[src/rtl/i2c_arbiter_pkg.sv]
// Shared definitions for the two-requester I2C register-write arbiter:
// master register selects, start command, FSM state codes and the latched request record.
package i2c_arbiter_pkg;

  localparam logic [2:0] CONTROL_REG       = 3'd0;
  localparam logic [2:0] SLAVE_ADDRESS     = 3'd1;
  localparam logic [2:0] SLAVE_REG_ADDRESS = 3'd2;
  localparam logic [2:0] SLAVE_DATA_1      = 3'd3;

  localparam logic [7:0] START_CMD = 8'h01;

  typedef logic [2:0] state_t;

  localparam state_t ST_IDLE      = 3'd0;
  localparam state_t ST_WR_SLV    = 3'd1;
  localparam state_t ST_WR_REG    = 3'd2;
  localparam state_t ST_WR_DATA   = 3'd3;
  localparam state_t ST_WR_CTRL   = 3'd4;
  localparam state_t ST_WAIT_BUSY = 3'd5;
  localparam state_t ST_WAIT_DONE = 3'd6;
  localparam state_t ST_RESP      = 3'd7;

  typedef struct packed {
    logic [7:0] dev_addr;
    logic [7:0] reg_addr;
    logic [7:0] data;
  } req_t;

endpackage

[src/rtl/i2c_arbiter_rr.sv]
// Two-way round-robin grant: on a tie the requester not granted last wins.
module rr_arbiter2 (
  input  logic [1:0] req,
  input  logic       last,
  output logic [1:0] grant
);

  always_comb begin
    grant = 2'b00;
    case (req)
      2'b01:   grant = 2'b01;
      2'b10:   grant = 2'b10;
      2'b11:   grant = last ? 2'b01 : 2'b10;
      default: grant = 2'b00;
    endcase
  end

endmodule

[src/rtl/i2c_arbiter.sv]
// Arbitrates two requesters onto one I2C master: writes slave/reg/data/start,
// waits for completion, retries NACKs up to MAX_RETRY and aborts on TIMEOUT.
module i2c_arbiter
  import i2c_arbiter_pkg::*;
#(
  parameter int MAX_RETRY = 3,
  parameter int TIMEOUT   = 65535
) (
  input  logic        clk,
  input  logic        reset_n,
  input  logic [1:0]  req_valid,
  input  logic [15:0] req_dev_addr,
  input  logic [15:0] req_reg_addr,
  input  logic [15:0] req_data,
  output logic [1:0]  req_accept,
  output logic [1:0]  rsp_valid,
  output logic        rsp_ok,
  output logic [2:0]  i2c_address,
  output logic [7:0]  i2c_writedata,
  output logic        i2c_write,
  input  logic        i2c_ready,
  input  logic        i2c_success
);

  localparam int RW = (MAX_RETRY < 1) ? 1 : $clog2(MAX_RETRY + 1);
  localparam int TW = (TIMEOUT < 2) ? 1 : $clog2(TIMEOUT + 1);

  state_t          state;
  logic [1:0]      grant;
  logic            gidx;
  logic            take;
  logic            last_q;
  logic            armed_q;
  logic            sel_q;
  logic            ok_q;
  logic [RW-1:0]   retry_q;
  logic [TW-1:0]   wait_q;
  logic            wait_expired;
  req_t            req_q;

  rr_arbiter2 u_rr (
    .req   (req_valid),
    .last  (last_q),
    .grant (grant)
  );

  // armed_q holds off grants during reset so req_accept stays low until release
  assign take         = (state == ST_IDLE) && armed_q && (|req_valid);
  assign gidx         = grant[1];
  assign wait_expired = (wait_q == TW'(TIMEOUT - 1));

  always_ff @(posedge clk or negedge reset_n) begin
    if (!reset_n) begin
      state   <= ST_IDLE;
      last_q  <= 1'b1;
      armed_q <= 1'b0;
      sel_q   <= 1'b0;
      ok_q    <= 1'b0;
      retry_q <= '0;
      wait_q  <= '0;
    end else begin
      armed_q <= 1'b1;
      case (state)
        ST_IDLE: begin
          if (take) begin
            sel_q  <= gidx;
            last_q <= gidx;
            state  <= ST_WR_SLV;
          end
        end
        ST_WR_SLV:  state <= ST_WR_REG;
        ST_WR_REG:  state <= ST_WR_DATA;
        ST_WR_DATA: state <= ST_WR_CTRL;
        ST_WR_CTRL: begin
          wait_q <= '0;
          state  <= ST_WAIT_BUSY;
        end
        ST_WAIT_BUSY: begin
          if (!i2c_ready) begin
            wait_q <= '0;
            state  <= ST_WAIT_DONE;
          end else if (wait_expired) begin
            ok_q  <= 1'b0;
            state <= ST_RESP;
          end else begin
            wait_q <= wait_q + 1'b1;
          end
        end
        ST_WAIT_DONE: begin
          if (i2c_ready) begin
            if (i2c_success) begin
              ok_q  <= 1'b1;
              state <= ST_RESP;
            end else if (retry_q < RW'(MAX_RETRY)) begin
              retry_q <= retry_q + 1'b1;
              state   <= ST_WR_SLV;
            end else begin
              ok_q  <= 1'b0;
              state <= ST_RESP;
            end
          end else if (wait_expired) begin
            ok_q  <= 1'b0;
            state <= ST_RESP;
          end else begin
            wait_q <= wait_q + 1'b1;
          end
        end
        ST_RESP: begin
          retry_q <= '0;
          state   <= ST_IDLE;
        end
        default: state <= ST_IDLE;
      endcase
    end
  end

  // Request bytes are data, not control: captured only at grant, never reset
  always_ff @(posedge clk) begin
    if (take) begin
      req_q.dev_addr <= gidx ? req_dev_addr[15:8] : req_dev_addr[7:0];
      req_q.reg_addr <= gidx ? req_reg_addr[15:8] : req_reg_addr[7:0];
      req_q.data     <= gidx ? req_data[15:8]     : req_data[7:0];
    end
  end

  always_comb begin
    i2c_write     = 1'b0;
    i2c_address   = 3'd0;
    i2c_writedata = 8'h00;
    case (state)
      ST_WR_SLV: begin
        i2c_write     = 1'b1;
        i2c_address   = SLAVE_ADDRESS;
        i2c_writedata = req_q.dev_addr;
      end
      ST_WR_REG: begin
        i2c_write     = 1'b1;
        i2c_address   = SLAVE_REG_ADDRESS;
        i2c_writedata = req_q.reg_addr;
      end
      ST_WR_DATA: begin
        i2c_write     = 1'b1;
        i2c_address   = SLAVE_DATA_1;
        i2c_writedata = req_q.data;
      end
      ST_WR_CTRL: begin
        i2c_write     = 1'b1;
        i2c_address   = CONTROL_REG;
        i2c_writedata = START_CMD;
      end
      default: begin
        i2c_write     = 1'b0;
        i2c_address   = 3'd0;
        i2c_writedata = 8'h00;
      end
    endcase
  end

  assign req_accept = take ? grant : 2'b00;
  assign rsp_valid  = (state == ST_RESP) ? (sel_q ? 2'b10 : 2'b01) : 2'b00;
  assign rsp_ok     = (state == ST_RESP) && ok_q;

endmodule
[config.mk]
export PLATFORM = sky130hd
export DESIGN_NAME = i2c_arbiter
export DESIGN_NICKNAME = d
export VERILOG_FILES = /design/src/rtl/i2c_arbiter_pkg.sv /design/src/rtl/i2c_arbiter_rr.sv /design/src/rtl/i2c_arbiter.sv
export SDC_FILE = /design/constraint.sdc
export NUM_CORES = 1
export LEC_CHECK = 0
export CORE_AREA = 2 2 79 81
export DETAILED_ROUTE_END_ITERATION = 7
export DIE_AREA = 0 0 81 83
export PLACE_DENSITY = 0.82
export SETUP_SLACK_MARGIN = 0.5
export SYNTH_ARGS = -nofsm -noshare
export SYNTH_HDL_FRONTEND = slang
export SYNTH_SLANG_ARGS = --single-unit
[constraint.sdc]
create_clock -name clk -period 3.5 [get_ports clk]
set_clock_uncertainty 0.1 [all_clocks]
set_input_delay 0.7 -clock clk [delete_from_list [all_inputs] [get_ports clk]]
set_output_delay 0.7 -clock clk [all_outputs]
set_load 0.05 [all_outputs]
Word-level counts from Yosys, hierarchy flattened
Cells that the tools add are included.
Operators by class
  add/subtract/negate cells: 2
  magnitude comparators: 1
  equality and inequality tests: 18
  mux-type cells: 32
  reduce and logical (&&, ||, !) cells: 13
Operators with widths (count)
  16-bit 2-to-1 mux: 3
  16-bit one-hot mux with 3 select lines: 1
  8-bit one-hot mux with 4 select lines: 1
  8-bit 2-to-1 mux: 3
  3-bit one-hot mux with 8 select lines: 1
  3-bit 2-to-1 mux: 6
  16-bit by 1-bit adder with 16-bit output, second input constant: 1
  16-bit == test, second input constant: 1
  2-bit 2-to-1 mux: 7
  3-bit == test, second input constant: 4
  2-bit inequality test, second input constant: 6
  2-bit one-hot mux with 3 select lines: 2
  3-bit by 2-bit == test with 1-bit output, second input constant: 2
  1-bit 2-to-1 mux: 6
  2-bit == test, second input constant: 2
  4-bit inequality test, second input constant: 1
  2-bit one-hot mux with 2 select lines: 1
  2-bit AND reduction: 2
  4-bit AND reduction: 1
  2-bit nonzero test: 2
  4-bit OR reduction: 1
  3-bit by 1-bit == test with 1-bit output, second input constant: 1
  1-bit logical AND: 3
  3-bit logical NOT: 1
  other kinds (7): 7
Storage, ports and cells
  bits in registers: 49
  bits of input ports: 54
  output and inout bits: 17
  word-level logic and storage cells: 76

Depth between registers and ports, before layout
  word-level depth: 5
  depth in mapped cells: 8
  depth with buffers taken out: 6

Modules after synthesis
From an unflattened synthesis, not the netlist that was laid out.
Second synthesis, totals
  cell total of the unflattened synthesis: 256
  area total of the unflattened synthesis: 2732.6 µm²
By module, submodules not included
  i2c_arbiter: instances 1, cells an instance 253, area each 2713.9 µm², seq. area each 1347.5 µm²
  rr_arbiter2: instances 1, cells an instance 3, area each 18.8 µm², seq. area each 0.0 µm²

Worst setup path before layout
OpenSTA, ideal clock, no wires.
  path kind: reg-to-output
  start point: reg state[0]
  end point: out req_accept[1]
  arrival: 2.194 ns
  required time: 2.700 ns
  slack: 0.506 ns
  stages on the path, launching flop included: 5
  path buffers: 1
  path through: dfrtp_1 -> buf_2 -> nor4b_1 -> o21a_1 -> and2_1
Between the ends
  cells in the longest elaborated chain, start to end: 4
RTL lines
  start: declaration: line i2c_arbiter.sv:28  | state_t state;
  start signal: assignment: line i2c_arbiter.sv:54  | state <= ST_IDLE;
  start signal: assignment: line i2c_arbiter.sv:68  | state <= ST_WR_SLV;
  start signal: assignment: line i2c_arbiter.sv:71  | ST_WR_SLV: state <= ST_WR_REG;
  3-bit logical NOT: line i2c_arbiter.sv:48  | assign take = (state == ST_IDLE) && armed_q && (|req_valid);
  1-bit logical AND (2 in a row): line i2c_arbiter.sv:48
  net take: line i2c_arbiter.sv:31  | logic take;
  2-bit 2-to-1 mux: line i2c_arbiter.sv:159  | assign req_accept = take ? grant : 2'b00;
  end: declaration: line i2c_arbiter.sv:15  | output logic [1:0] req_accept,
The timed path passes the listed nets, and every way through them passes these cells.

Worst setup path in the final report
  start point: reg state[1]
  end point: out req_accept[0]
Between the ends
  cells in the longest elaborated chain, start to end: 4
RTL lines (line)
  3-bit logical NOT: i2c_arbiter.sv:48
  1-bit logical AND (2 in a row): i2c_arbiter.sv:48
  2-bit 2-to-1 mux: i2c_arbiter.sv:159
Every way passes these cells.

==> results <==
- By area the synthesized netlist is led by edfxtp_1, dfrtp_1, mux2_2.
- The commonest register cell after synthesis is edfxtp_1.
- Summing every instance area after synthesis gives 2760 sq um.
- In this run the number of H-tree levels came out at 2.
- Ranked by instance count, the synthesized netlist is headed by mux2_2, dfrtp_1, edfxtp_1.
- The power per standard cell area is 623 nW/um^2.
- By startpoint and endpoint, the worst setup path is classified as reg2out.
- The worst setup path is captured at a primary output.
- The net count of the finished layout is 380.
- After detailed routing, the number of remaining DRC violations is 0.
- Once layout is complete, the utilization of the core stands at 61.6%.
- The adder-cell area share of the yosys netlist is 1.36%.
- Static timing analysis puts the maximum clock frequency at 0.344 GHz.
- The library cell with the largest summed area after synthesis is edfxtp_1.
- The total of warnings raised by yosys is 0.
- The number of primary I/O pins is 71.
- The die outline height is 83 um.
- A synthesized cell averages 10.7 sq um.
- Synthesis produced a netlist with a net count of 314.
- Summing the areas of all and, or, nand and nor instances in the mapped netlist gives 17.7% of the synthesized area.
- The kind of cell with the highest combined delay along the critical path is simple AND/OR/NAND/NOR gates.
- The routed design has 6.31 mm of wire.
- The met1 routed wirelength after detailed routing is 2.47 mm.
- Of the available clock period, the critical path in the final layout requires 83.1%.
- The relative area change from synthesis to final layout is 30.0%.
- Once the clock tree was built, the setup fixing pass inserted 0 buffers.
- The portion of synthesized cell area occupied by the leading cell type is 26.1%.
- The final weighted congestion in routability-driven placement is 0.763.
- TritonCTS built the clock tree.
- Summed over all nets, wire length on met2 after detailed routing comes to 3.36 mm.
- The number of placement rows is 28.
- The number of input and output port buffers inserted is 69.
- Once the floorplan was initialized, standard cells occupied 47.4% of the core.
- The transition time at the pin with the least slew margin is 0.694 ns.
- The synthesized design contains 49 register bits.
- In the detailed route, the total length drawn on met3 is 384 um.
- The number of antenna violations at the first check in global routing is 0.
- In this run, the number of DRC markers left after iteration 0 of detailed routing was 168.
- Adding up every negative setup slack in the final design gives 0 ns.
- mux2_2 is the most common cell in the netlist.
- Yosys mapped a number of flops with a built-in enable equal to 24.
- The repair_antennas step left the layout with diodes totalling 0.
- The fraction of registers with async set or reset after synthesis is 51.0%.
- Measured against the total synthesized area, the mux share comes to 13.5%.
- The count of final max-slew check failures is 0.
- The HPWL reported at the end of detailed placement is 4.59 mm.
- The number of global-route vias before repair is 2,275.
- In the final routed layout, each cell accounts on average for 15.8 um.
- The library cell used as clock root buffer is clkbuf_8.
- The fraction of the yosys area taken by sequential cells is 48.9%.
- The cell with the biggest individual delay on the critical path is dfrtp_1.
- The analysis attributes to cell leakage a power of 1.40 nW.
- Data on the critical path is required at its endpoint by 2.70 ns.
- The hold violation count in the final report came to 0.
- The worst setup path is launched from a flip-flop.
- Max-cap violations in this run came to 0.
- The run finished with clean final reports.
- The overall global routing resource usage is 19.7%.
- The count of final setup violators is 0.
- The kind of path behind the tightest hold check is reg2reg.
- The first global-routing pass estimated 10.4 mm of wire.
- The number of vias per cell after detailed routing is 5.70.
- On the worst path, the slowest cell contributes a delay of 0.53 ns.
- The routed layout has 2,274 vias.
- Setup repair after global routing could not meet its margin everywhere.
- Cells with a size suffix above 1 make up 17.6% of the layout.
- The total congestion overflow after global routing is 0.
- The synthesized netlist devotes 13.8% of its cell area to compound gates.
- The die covers 6720 sq um.
- The number of buffers on the longest clock path is 2.
- The max-slew headroom at the worst pin is 53.7%.
- The largest voltage drop on the vdd net is 287 uV.
- From left edge to right edge, the die measures 81 um.
- The remaining number of nets flagged by the antenna check after routing is 0.
- The count of buffer and inverter cells on the critical path is 1.
- Entering global routing, the biggest net connects 29 pins.
- The clock period minus final worst setup slack is 2.91 ns.
- The clock transition time at the flip-flop clock pins of the worst setup and hold paths is 0.10 ns.
- Yosys mapped the design onto 52 distinct sky130hd cell types.
- The cell count after synthesis came out at 257.
- The clock insertion delay at the later pin of the skew report is 0.31 ns.
- The highest metal layer carrying signal wires in the routed design is met4.
- The core region area is 5820 sq um.
- The clock drives 49 sinks.
- The first-pass iteration count of the detailed router is 4.
- The post-synthesis share of cell area spent on xor and xnor gates is 0.318%.
- By area, the combinational part of the netlist is dominated by simple AND/OR/NAND/NOR gates.
- The arrival time reported for the critical path endpoint is 2.11 ns.
- The tightest hold margin is 0.435 ns.
- Of all nets on the critical path, the largest fanout is 14.
- Walking the worst path, the cells encountered are nor4b_1 -> and3_1 -> dlygate4sd2_1.
- The number of buffers inserted during clock tree synthesis is 5.
[power breakdown]
group | switching (W) | internal [W] | total, W | leakage [nW]
logic | 0.000722 | 0.000389 | 0.00111 | 0.813
registers | 0.0000588 | 0.000716 | 0.000775 | 0.544
clock network | 0.000204 | 0.000142 | 0.000346 | 0.0445
total | 0.000985 | 0.00125 | 0.00223 | 1.40
[final cells by class]
| class | count | area (sq um) |
|---|---|---|
| Inverter | 6 | 22.5 |
| Sequential cell | 49 | 1350 |
| Timing Repair Buffer | 75 | 731 |
| Fill cell | 490 | 2230 |
| Clock inverter | 3 | 21.3 |
| Clock buffer | 5 | 68.8 |
| Tap cell | 75 | 93.8 |
| Multi-Input combinational cell | 186 | 1300 |
[routing by layer]
metal	up-vias	track usage (%)
li1	1096	-
met5	-	0
met4	0	5.70
met1	1095	23.6
met3	10	5.87
met2	73	33.6
[stage by stage]
step,total power (W),instance area [sq um],std cells,setup slack [ns]
4_1_cts,0.00225,3570,399,0.538
6_report,0.00223,3580,399,0.591
5_1_grt,0.00236,3580,399,0.444
2_1_floorplan,0.00156,2760,257,0.506
3_5_place_dp,0.00190,3490,391,0.527
3_3_place_gp,0.00188,3490,391,0.543
[cells in the final DEF, fill, tap and decap left out, types with 3 or more instances in the layout]
cell type | synthesis | final
and3_1 | 5 | 5
nor3_1 | 3 | 3
edfxtp_1 | 24 | 24
or3_1 | 3 | 3
buf_4 | 2 | 14
o21ai_0 | 10 | 10
dfrtp_1 | 24 | 24
a21oi_1 | 22 | 22
nand2_1 | 13 | 13
clkdlybuf4s50_1 | 0 | 55
nor2_1 | 23 | 23
o31ai_1 | 10 | 10
dlymetal6s2s_1 | 0 | 3
ha_1 | 3 | 3
inv_1 | 6 | 6
nor2b_1 | 3 | 3
clkbuf_8 | 0 | 5
mux2i_1 | 8 | 8
or4_1 | 10 | 10
nand3_1 | 8 | 8
mux2_2 | 26 | 26
nand4_1 | 4 | 4
[sequential cells by signal, indices dropped and copies added (netlist names)]
| register | count |
|---|---|
| armed_q | 1 |
| sel_q | 1 |
| retry_q | 2 |
| wait_q | 16 |
| state | 3 |
| req_q | 24 |
| ok_q | 1 |
| last_q | 1 |
[path summary, 6_finish.rpt]
kind | from | endpoint | slack [ns] | depth (start not counted)
worst min register to register | wait_q[5]$_DFFE_PN0P_ | wait_q[5]$_DFFE_PN0P_ | 0.43 | 1
worst max-delay path | state[1]$_DFFE_PN0P_ | req_accept[0] | 0.59 | 3
worst min-delay path | wait_q[5]$_DFFE_PN0P_ | wait_q[5]$_DFFE_PN0P_ | 0.43 | 1
worst max register to register | state[1]$_DFFE_PN0P_ | last_q$_DFFE_PN1P_ | 1.37 | 4
max in group asynchronous | reset_n | last_q$_DFFE_PN1P_ | 2.36 | 2
min in group asynchronous | reset_n | armed_q$_DFF_PN0_ | 0.64 | 2
[cell families (layout without fill, tap and decap cells)]
family / Yosys count / in the layout
AO/OA/AOI/OAI: 58 / 58
XOR/XNOR: 1 / 1
adder cells (fa/ha/maj): 3 / 3
buffers and inverters: 22 / 89
flip-flops: 49 / 49
multiplexers: 34 / 34
other: 2 / 2
AND/OR/NAND/NOR: 88 / 88
[timing repair]
item,CTS,global route
hold buffers,0,0
setup endpoints to repair,2,7
resized for setup,2,3
pin swaps,0,0
Power figures use the tool's default switching activity.
